### src/rtl/rng_ctrl_pkg.sv
// rng_ctrl_pkg: shared types and widths for the Trivium64 RNG bank
// reseed controller (state enum, seed/word widths, counter width).
package rng_ctrl_pkg;

    localparam int SEED_W = 80;
    localparam int WORD_W = 64;
    localparam int RC_W   = 16;

    typedef enum logic [2:0] {
        ST_SEED_WAIT = 3'd0,
        ST_LOAD      = 3'd1,
        ST_WARMUP    = 3'd2,
        ST_RUN       = 3'd3,
        ST_DRAIN     = 3'd4
    } state_e;

endpackage

### src/rtl/rng_mask_buf.sv
// rng_mask_buf: one-entry output register for mask words.
// Ports: load/din fill the entry, valid/ready/dout form the consumer side.
module rng_mask_buf #(
    parameter int W = 320
) (
    input  logic         clk,
    input  logic         rst_n,
    input  logic         load,
    input  logic [W-1:0] din,
    input  logic         ready,
    output logic         valid,
    output logic [W-1:0] dout
);

    logic         valid_q, valid_d;
    logic [W-1:0] data_q, data_d;

    always_comb begin
        valid_d = valid_q;
        data_d  = data_q;
        if (load) begin
            valid_d = 1'b1;
            data_d  = din;
        end else if (valid_q && ready) begin
            valid_d = 1'b0;
        end
    end

    always_ff @(posedge clk or negedge rst_n) begin
        if (!rst_n) begin
            valid_q <= 1'b0;
            data_q  <= '0;
        end else begin
            valid_q <= valid_d;
            data_q  <= data_d;
        end
    end

    assign valid = valid_q;
    assign dout  = data_q;

endmodule

### src/rtl/rng_reseed_ctrl.sv
// rng_reseed_ctrl: seeds the Trivium64 bank, waits out warm-up, streams
// one bank word per handshake and forces reseeds by count or request.
module rng_reseed_ctrl
    import rng_ctrl_pkg::*;
#(
    parameter int INSTANCES       = 5,
    parameter int RESEED_INTERVAL = 1024,
    parameter int WARMUP_TIMEOUT  = 4096
) (
    input  logic                        clk,
    input  logic                        rst_n,
    input  logic                        seed_valid,
    input  logic [INSTANCES*SEED_W-1:0] seed_data,
    output logic                        seed_ready,
    input  logic                        force_reseed,
    output logic                        rng_enable,
    output logic                        rng_reseed,
    output logic [INSTANCES*SEED_W-1:0] rng_seed,
    input  logic                        rng_is_ready,
    input  logic [INSTANCES*WORD_W-1:0] rng_random,
    output logic                        mask_valid,
    input  logic                        mask_ready,
    output logic [INSTANCES*WORD_W-1:0] mask_data,
    output logic                        busy,
    output logic                        timeout_err,
    output logic [RC_W-1:0]             reseed_count
);

    localparam int SW = INSTANCES * SEED_W;
    localparam int RW = INSTANCES * WORD_W;
    localparam logic [16:0] INTERVAL = 17'(RESEED_INTERVAL);
    localparam logic [15:0] WU_LAST  = 16'(WARMUP_TIMEOUT - 1);

    state_e          state_q, state_d;
    logic [16:0]     word_cnt_q, word_cnt_d;
    logic [15:0]     warmup_cnt_q, warmup_cnt_d;
    logic            pend_q, pend_d;
    logic            timeout_err_q, timeout_err_d;
    logic [RC_W-1:0] reseed_count_q, reseed_count_d;
    logic [SW-1:0]   seed_q, seed_d;
    logic            seed_ready_q, seed_ready_d;
    logic            busy_q, busy_d;
    logic            load;

    // Take a new word only when the entry is free or leaving this cycle.
    assign load = (state_q == ST_RUN)
                && (!mask_valid || mask_ready)
                && (word_cnt_q < INTERVAL)
                && !pend_q;

    always_comb begin
        state_d        = state_q;
        word_cnt_d     = word_cnt_q;
        warmup_cnt_d   = warmup_cnt_q;
        pend_d         = pend_q;
        timeout_err_d  = timeout_err_q;
        reseed_count_d = reseed_count_q;
        seed_d         = seed_q;
        unique case (state_q)
            ST_SEED_WAIT: begin
                if (seed_valid && seed_ready_q) begin
                    seed_d        = seed_data;
                    timeout_err_d = 1'b0;
                    pend_d        = 1'b0;
                    state_d       = ST_LOAD;
                end
            end
            ST_LOAD: begin
                word_cnt_d   = '0;
                warmup_cnt_d = '0;
                pend_d       = 1'b0;
                if (reseed_count_q != '1) begin
                    reseed_count_d = reseed_count_q + 1'b1;
                end
                state_d = ST_WARMUP;
            end
            ST_WARMUP: begin
                warmup_cnt_d = warmup_cnt_q + 16'd1;
                if (rng_is_ready) begin
                    state_d = ST_RUN;
                end else if (warmup_cnt_q == WU_LAST) begin
                    timeout_err_d = 1'b1;
                    state_d       = ST_SEED_WAIT;
                end
            end
            ST_RUN: begin
                if (load) begin
                    word_cnt_d = word_cnt_q + 17'd1;
                end
                if (force_reseed) begin
                    pend_d = 1'b1;
                end
                if (word_cnt_q == INTERVAL || pend_q) begin
                    state_d = ST_DRAIN;
                end
            end
            ST_DRAIN: begin
                if (!mask_valid || mask_ready) begin
                    state_d = ST_SEED_WAIT;
                end
            end
            default: state_d = ST_SEED_WAIT;
        endcase
        // Moore outputs registered from the next state.
        seed_ready_d = (state_d == ST_SEED_WAIT);
        busy_d       = (state_d != ST_RUN);
    end

    always_ff @(posedge clk or negedge rst_n) begin
        if (!rst_n) begin
            state_q        <= ST_SEED_WAIT;
            word_cnt_q     <= '0;
            warmup_cnt_q   <= '0;
            pend_q         <= 1'b0;
            timeout_err_q  <= 1'b0;
            reseed_count_q <= '0;
            seed_q         <= '0;
            seed_ready_q   <= 1'b0;
            busy_q         <= 1'b1;
        end else begin
            state_q        <= state_d;
            word_cnt_q     <= word_cnt_d;
            warmup_cnt_q   <= warmup_cnt_d;
            pend_q         <= pend_d;
            timeout_err_q  <= timeout_err_d;
            reseed_count_q <= reseed_count_d;
            seed_q         <= seed_d;
            seed_ready_q   <= seed_ready_d;
            busy_q         <= busy_d;
        end
    end

    rng_mask_buf #(
        .W (RW)
    ) u_buf (
        .clk   (clk),
        .rst_n (rst_n),
        .load  (load),
        .din   (rng_random),
        .ready (mask_ready),
        .valid (mask_valid),
        .dout  (mask_data)
    );

    assign rng_reseed   = (state_q == ST_LOAD);
    assign rng_enable   = (state_q == ST_LOAD) || (state_q == ST_WARMUP) || load;
    assign rng_seed     = seed_q;
    assign seed_ready   = seed_ready_q;
    assign busy         = busy_q;
    assign timeout_err  = timeout_err_q;
    assign reseed_count = reseed_count_q;

endmodule

### config.mk
export PLATFORM = sky130hd
export DESIGN_NAME = rng_reseed_ctrl
export DESIGN_NICKNAME = d
export VERILOG_FILES = /design/src/rtl/rng_ctrl_pkg.sv /design/src/rtl/rng_mask_buf.sv /design/src/rtl/rng_reseed_ctrl.sv
export SDC_FILE = /design/constraint.sdc
export NUM_CORES = 1
export LEC_CHECK = 0
export BUFFER_PORTS_ARGS = -buffer_cell sky130_fd_sc_hd__buf_2
export CORE_AREA = 2 2 564 566
export CTS_BUF_LIST = sky130_fd_sc_hd__clkbuf_8
export DETAILED_ROUTE_END_ITERATION = 8
export DIE_AREA = 0 0 566 568
export PLACE_DENSITY = 0.3
export SLEW_MARGIN = 20
export SYNTH_ARGS = -nofsm -noshare
export SYNTH_HDL_FRONTEND = slang
export SYNTH_HIERARCHICAL = 1
export SYNTH_SLANG_ARGS = --single-unit
export TNS_END_PERCENT = 50
### constraint.sdc
create_clock -name clk -period 2 [get_ports clk]
set_input_delay 0.2 -clock clk [delete_from_list [all_inputs] [get_ports clk]]
set_output_delay 0.2 -clock clk [all_outputs]
set_load 0.005 [all_outputs]
==> results of run 1 <==
==> area by class of cell <==
cell class	count	area share [%]
clock inverter	84	0.856
clock buffer	210	4.64
multi-input combinational	930	17.1
sequential	777	31.2
tap	4180	8.40
timing repair buffer	2976	37.6
inverter	9	0.0583
antenna	24	0.0965
==> timing repair <==
action                      CTS  global route
pin swaps                     5             3
hold endpoints to repair   1515             0
gates resized for setup     106            75
setup buffers                33            18
hold buffers               1269             0
setup endpoints to repair   741           755
cloned                       17            15
==> final timing paths <==
path / slack [ns] / start / endpoint
worst min register to register: 0.49 / warmup_cnt_q[15] / warmup_cnt_q[15]
min in group clk: 0.15 / seed_data[33] / rng_seed[33]
max in group asynchronous: 0.62 / rst_n / rng_seed[289]
worst min-delay path: 0.10 / rst_n / rng_seed[35]
worst max-delay path: -0.61 / state_q[2] / rng_enable
worst max register to register: -0.54 / state_q[2] / u_buf/dout[49]
==> metal layers <==
layer | share of wire, % | vias to the layer above
met5 | 0.13 | -
met4 | 3.7 | 40
met3 | 12 | 385
met2 | 48 | 1315
met1 | 36 | 14000
li1 | - | 12700
==> power groups by stage <==
stage	registers (µW)	logic (µW)	clock network, µW
3_3_place_gp	28300	32100	0
5_1_grt	29200	39600	20100
6_report	28200	36800	18500
4_1_cts	28300	37000	19500
3_5_place_dp	28300	32200	0
2_1_floorplan	27900	14000	0
==> metrics by stage <==
stage | setup WS, ns | hold WS (ns)
3_5_place_dp | -0.211 | 0.190
4_1_cts | -0.922 | 0.000321
3_3_place_gp | -0.220 | 0.191
2_1_floorplan | -0.0243 | -0.0956
5_1_grt | -0.844 | 0.0457
6_report | -0.612 | 0.104
==> critical path, delay by kind of cell, from the launching register on <==
| family | cells | cell delay [ns] |
|---|---|---|
| buffers and inverters | 3 | 0.38 |
| AO/OA/AOI/OAI | 1 | 0.14 |
| AND/OR/NAND/NOR | 2 | 0.58 |
| flip-flops | 1 | 0.38 |
==> sequential cells by signal, indices dropped and copies added, names as in the netlist <==
signal        count
state_q           3
rng_seed        400
busy              1
u_buf/valid       1
u_buf/dout      320
warmup_cnt_q     16
pend_q            1
word_cnt_q       17
reseed_count     16
seed_ready        1
timeout_err       1
==> logic make-up (layout without fill, tap and decap cells) <==
group / Yosys count / count (layout) / share of synthesized area (%)
AOI/OAI and AO/OA: 52 / 52 / 1.07
xor gates and xnor gates: 14 / 14 / 0.398
adders and majority gates: 4 / 4 / 0.162
buffers and inverters: 99 / 3279 / 2.80
and+or+nand+nor: 132 / 132 / 2.43
muxes: 728 / 728 / 30.1
other: 0 / 24 / 0
DFF: 777 / 777 / 63.1
==> cell usage in the layout, fill, tap and decap left out, drive strengths merged, types with 6 or more instances in the layout <==
cell / n
o31ai: 9
mux2i: 7
a21oi: 11
dfrtp: 776
nand3: 15
nor2: 19
mux2: 721
nand4: 20
o21ai: 15
buf: 1694
or4: 7
or3: 6
clkinv: 17
nor3: 6
diode: 24
nand2: 26
dlygate4sd3: 1269
xnor2: 11
clkbuf: 223
and2: 7
inv: 66
==> metrics.cfg, run 1 <==
[cts]
cts_sinks = 777
insertion_delay_ns = 0.94
clockBufferDepth = 4
cts_made_buffers = 173
clkTransAtPathRegs_ns = 0.06
htree_levels = 4
root_buffer = clkbuf_8
cts_tree = yes

[routing]
post_drt_wl_per_cell_um = 21.8
drc_errors = 0
wirelength_um = 201000
postRouteAntennaNets = 0
dr_total_vias = 28400
drtIter0Drc = 1067
vias_per_cell = 3.09
dr.pass1.iters = 5

[global_routing]
grt_use_met3_pct = 6.78
grt_max_degree = 91
gr-total-overflow = 0
antenna_found_initial = 100
use_met1_pct = 12.5
grt_pass1_vias = 31500
grt_pass1_wl_um = 270000
busiest_layer = met2
track_usage_pct = 12.1
grt_use_met2_pct = 20.5

[setup_path]
crit_path_cell_trace = nand4bb_4 -> or3_4 -> buf_6 -> o21ai_4 -> buf_6 -> buf_6
end_kind = primary output
rr_worst_depth = 12
cp.required_ns = 1.80
critPathKind = reg2out
arrival_ns = 2.41
start_kind = flop
path_common_cell = buf_6
crit_path_max_incr_delay_ns = 0.38
crit_fanout = 2
slowest_stage = dfrtp_1

[power]
p_int_uw = 53900
p_total_uw = 83500
p_clk_share_pct = 22.1
p_switching_uw = 29600
ir_drop_mv = 0.641
swShare_pct = 35.4
combinationalPowerShare_pct = 44.1
power_frac_seq_pct = 33.7
leakagePower_uw = 0.0285
power_density_nw_per_um2 = 1340

[synth]
synthTopCellsByArea = dfrtp_1 63%, mux2_2 16%, mux2_4 14%
synth_cell_type_count = 48
synth_ff_type = dfrtp_1
syn-num-nets = 2536
syn_avg_cell_area_um2 = 17.1
async_flop_share_pct = 100
yosysTopAreaCell = dfrtp_1
synthCells = 1806
synth_most_common_cell = dfrtp_1
synth_edf_count = 0
ys_ff_latch = 777
synth_common_cells = 776 x dfrtp_1, 432 x mux2_2, 289 x mux2_4, 42 x buf_2, 26 x nand2_1
yosysWarnings = 6
synth.yosys.seq_area_share_pct = 63.1
netlist.area_leader.share_pct = 63.0
synth_area_um2 = 30800

[floorplanning]
initial_utilization_pct = 9.75
die-area_um2 = 321000
dieWidth_um = 566
fp.coreArea_um2 = 316000
boundaryPins = 1468
placement_rows = 207
die_y_um = 568

[worst_hold_path]
hold_path.class = in2async

[cells_and_area]
multi_input_area_um2 = 10600
regArea_um2 = 19400
layout.cells.non_filler = 9190
utilization_pct = 19.7
syn2layout_area_growth_pct = 102
final_cell_area_um2 = 62200
drive_above_1_share_pct = 53.8
fin_nets = 5597
fillers = 34700

[timing]
fmax_mhz = 383
post-route-period-util_pct = 131
hold_viol = 0
slew_headroom_pct = 44.3
finalSetupViolCount = 696
grt_setup_unrepaired = true
worst_slack_ns = -0.612
maxSlewViolCount = 0
tns_ns = -171.65
worst_pin_slew_ns = 0.832
fin_worst_skew_ns = 0.129
min_period_ns = 2.61

[placed_design]
dp_cells = 7535
dpl-instance-area_um2 = 44400
portBuffers = 1467
dp_hpwl_um = 160000
routabilityCongestion = 0.871

[run]
cap_violations = 0

[status]
status = finished with violations
violations = setup timing

No activity file was read; power rests on OpenSTA's default activity.
==> run 2: changes to the inputs <==
--- a/config.mk
+++ b/config.mk
@@ -6,14 +6,13 @@
 export NUM_CORES = 1
 export LEC_CHECK = 0
 export BUFFER_PORTS_ARGS = -buffer_cell sky130_fd_sc_hd__buf_2
-export CORE_AREA = 2 2 564 566
+export CORE_AREA = 2 2 570 572
 export CTS_BUF_LIST = sky130_fd_sc_hd__clkbuf_8
 export DETAILED_ROUTE_END_ITERATION = 8
-export DIE_AREA = 0 0 566 568
+export DIE_AREA = 0 0 572 574
 export PLACE_DENSITY = 0.3
 export SLEW_MARGIN = 20
 export SYNTH_ARGS = -nofsm -noshare
 export SYNTH_HDL_FRONTEND = slang
-export SYNTH_HIERARCHICAL = 1
 export SYNTH_SLANG_ARGS = --single-unit
 export TNS_END_PERCENT = 50
==> metrics.cfg, run 2 <==
[status]
status = finished with violations
violations = setup timing

[cells_and_area]
drive_above_1_share_pct = 39.2  ; -15 points
largest_reg_flops = 400  ; unchanged
final_cell_mix = 1465 x buf_2, 1325 x dlygate4sd3_1, 1226 x nand2_1
fillers = 35900  ; +3.6%
syn2layout_area_growth_pct = 108
fin_nets = 6439  ; +15%
utilization_pct = 19.1  ; -0.57 points
layout.cells.non_filler = 10200  ; +11%
final_common_cell = buf_2

[synth]
async_flop_share_pct = 100  ; unchanged
yosysTopAreaCell = dfrtp_1
syn-num-nets = 3370  ; +33%
synthCells = 2640  ; +46%
synth_cell_type_count = 47  ; -2.1%
yosysWarnings = 0  ; -6
synth_ff_type = dfrtp_1
synth.yosys.seq_area_share_pct = 65.5  ; +2.5 points
synth_common_cells = 1227 x nand2_1, 776 x dfrtp_1, 323 x mux2_2, 100 x clkbuf_1, 29 x buf_6
synth_area_um2 = 29700  ; -3.8%
ys_ff_latch = 777  ; unchanged
netlist.area_leader.share_pct = 65.4  ; +2.5 points
synthTopCellsByArea = dfrtp_1 65%, nand2_1 16%, mux2_2 12%
synth_most_common_cell = nand2_1
syn_avg_cell_area_um2 = 11.2  ; -34%
synth_edf_count = 0  ; unchanged

[setup_path]
crit_path_max_incr_delay_ns = 0.40  ; +0.02 ns
crit_path_cell_trace = nor4_4 -> buf_4 -> buf_4 -> nand2_1 -> nor4b_4 -> buf_12 -> buf_12 -> buf_16 -> buf_12 -> buf_12 -> mux2_2
end_kind = flop
cpLargestDelayFamily = buffers and inverters
path_buf_inv = 7  ; +4
start_kind = flop
path_common_cell = buf_12
crit_fanout = 12  ; +10
rrSetupSlack_ns = -0.64  ; -0.10 ns
cp.required_ns = 2.79  ; +0.99 ns
slowest_stage = dfrtp_1
critPathKind = reg2reg
arrival_ns = 3.44  ; +1.03 ns

[floorplanning]
initial_utilization_pct = 9.19  ; -0.56 points
dieWidth_um = 572  ; +1.1%
die_y_um = 574  ; +1.1%
placement_rows = 209  ; +0.97%
boundaryPins = 1468  ; unchanged
fp.coreArea_um2 = 323000  ; +2.0%
die-area_um2 = 328000  ; +2.1%

[cts]
insertion_delay_ns = 0.93  ; about the same
clkTransAtPathRegs_ns = 0.06  ; about the same
htree_levels = 4  ; unchanged
cts_sinks = 777  ; unchanged
clockBufferDepth = 4  ; unchanged
cts_tree = yes
cts_made_buffers = 169  ; -2.3%
root_buffer = clkbuf_8

[timing]
fmax_mhz = 378  ; -1.2%
fin_worst_skew_ns = 0.0771  ; -0.0523 ns
hold_viol = 0  ; unchanged
worst_pin_slew_ns = 0.640  ; -0.192 ns
worst_slack_ns = -0.644  ; -0.0314 ns
post-route-period-util_pct = 132  ; +1.6 points
maxSlewViolCount = 0  ; unchanged
min_period_ns = 2.64  ; +0.0314 ns
finalSetupViolCount = 390  ; -44%
worst_hold_slack_ns = 0.156  ; +0.0519 ns
grt_setup_unrepaired = true
slew_headroom_pct = 57.3  ; +13 points

[run]
cap_violations = 0  ; unchanged

[global_routing]
track_usage_pct = 11.8  ; -0.23 points
grt_pass1_vias = 34800  ; +10%
gr-total-overflow = 0  ; unchanged
grt_pass1_wl_um = 274000  ; +1.6%
grt_max_degree = 96  ; +5.5%
antenna_found_initial = 54  ; -46%

[routing]
drc_errors = 0  ; unchanged
drtIter0Drc = 1361  ; +28%
dr.pass1.iters = 6  ; +1
post_drt_wl_per_cell_um = 19.9  ; -8.7%
wirelength_um = 203000  ; +1.2%
vias_per_cell = 3.14  ; +1.7%
postRouteAntennaNets = 0  ; unchanged
dr_total_vias = 32000  ; +13%

[placed_design]
dp_hpwl_um = 158000  ; -1.5%
portBuffers = 1467  ; unchanged
dp_cells = 8462  ; +12%
routabilityCongestion = 0.910  ; +4.5%

[worst_hold_path]
hold_path.class = in2reg

[power]
ir_drop_mv = 0.568  ; -11%
leakagePower_uw = 0.0298  ; +4.5%
power_density_nw_per_um2 = 1260  ; -5.8%

-- run 2: what timing repair did --
item / 4_1_cts / 5_1_grt
gates cloned: 26 / 6
hold buffers: 1325 / 0
setup endpoints to repair: 417 / 506
buffers inserted: 35 / 20
hold endpoints to repair: 1506 / 0
pin swaps: 12 / 5
gates resized for setup: 95 / 27
-- run 2: where the power goes --
group	internal, µW	switching, µW	leakage (µW)
Sequential	23000	4540	0.00958
Combinational	16000	16300	0.0183
Clock	9700	8310	0.00190
-- run 2: metrics by stage --
step / setup slack [ns] / area [µm²] / TNS (ns) / total power [µW]
floorplan: -0.0159 / 29700 / -4.27 / 37300
global route: -0.834 / 61600 / -219.05 / 83400
CTS: -0.833 / 61200 / -213.73 / 79300
finish: -0.644 / 61700 / -172.73 / 77900
global placement: -0.572 / 43200 / -146.01 / 55100
detailed placement: -0.564 / 43200 / -144.52 / 55200
-- run 2: area by class of cell --
class | count | area [µm²] | area share, %
repair buffers | 3034 | 23900 | 38.7
multi-input cells | 1721 | 9520 | 15.4
inverters | 6 | 22.5 | 0.0365
clock inverters | 86 | 556 | 0.901
flip-flops and latches | 777 | 19400 | 31.5
diodes | 32 | 80.1 | 0.130
clock buffers | 200 | 2750 | 4.46
well taps | 4325 | 5410 | 8.77
-- run 2: cell families after synthesis --
family | count (synthesis) | share of synthesized area, %
buf+inv | 142 | 2.58
flops | 777 | 65.5
mux | 333 | 12.6
compound gates | 48 | 1.08
fa+ha+maj | 4 | 0.169
simple gates | 1323 | 17.7
xor+xnor | 13 | 0.384
-- run 2: worst register-to-register path: cells and delay by family (launching register included) --
kind | cells | cell delay, ns
multiplexers | 1 | 0.35
flip-flops | 1 | 0.40
AND/OR/NAND/NOR | 3 | 0.64
buffers and inverters | 7 | 1.11
-- run 2: routing by layer --
layer	vias to the layer above	global-route usage, %	share of wire (%)
met4	30	3.81	3.2
li1	14700	-	-
met3	299	4.46	9.4
met2	1325	21.6	51
met5	-	0	0.095
met1	15600	12.4	37
-- run 2: worst paths after layout --
kind                                  from               to  cells after the start
setup reg to reg            word_cnt_q[16]   u_buf.dout[38]                     11
setup / recovery            word_cnt_q[16]   u_buf.dout[38]                     11
hold reg to reg              rng_seed[144]    rng_seed[144]                      2
max in group asynchronous            rst_n    rng_seed[290]                      4
min in group asynchronous            rst_n  reseed_count[8]                      4
hold / removal             rng_random[317]  u_buf.dout[317]                      3
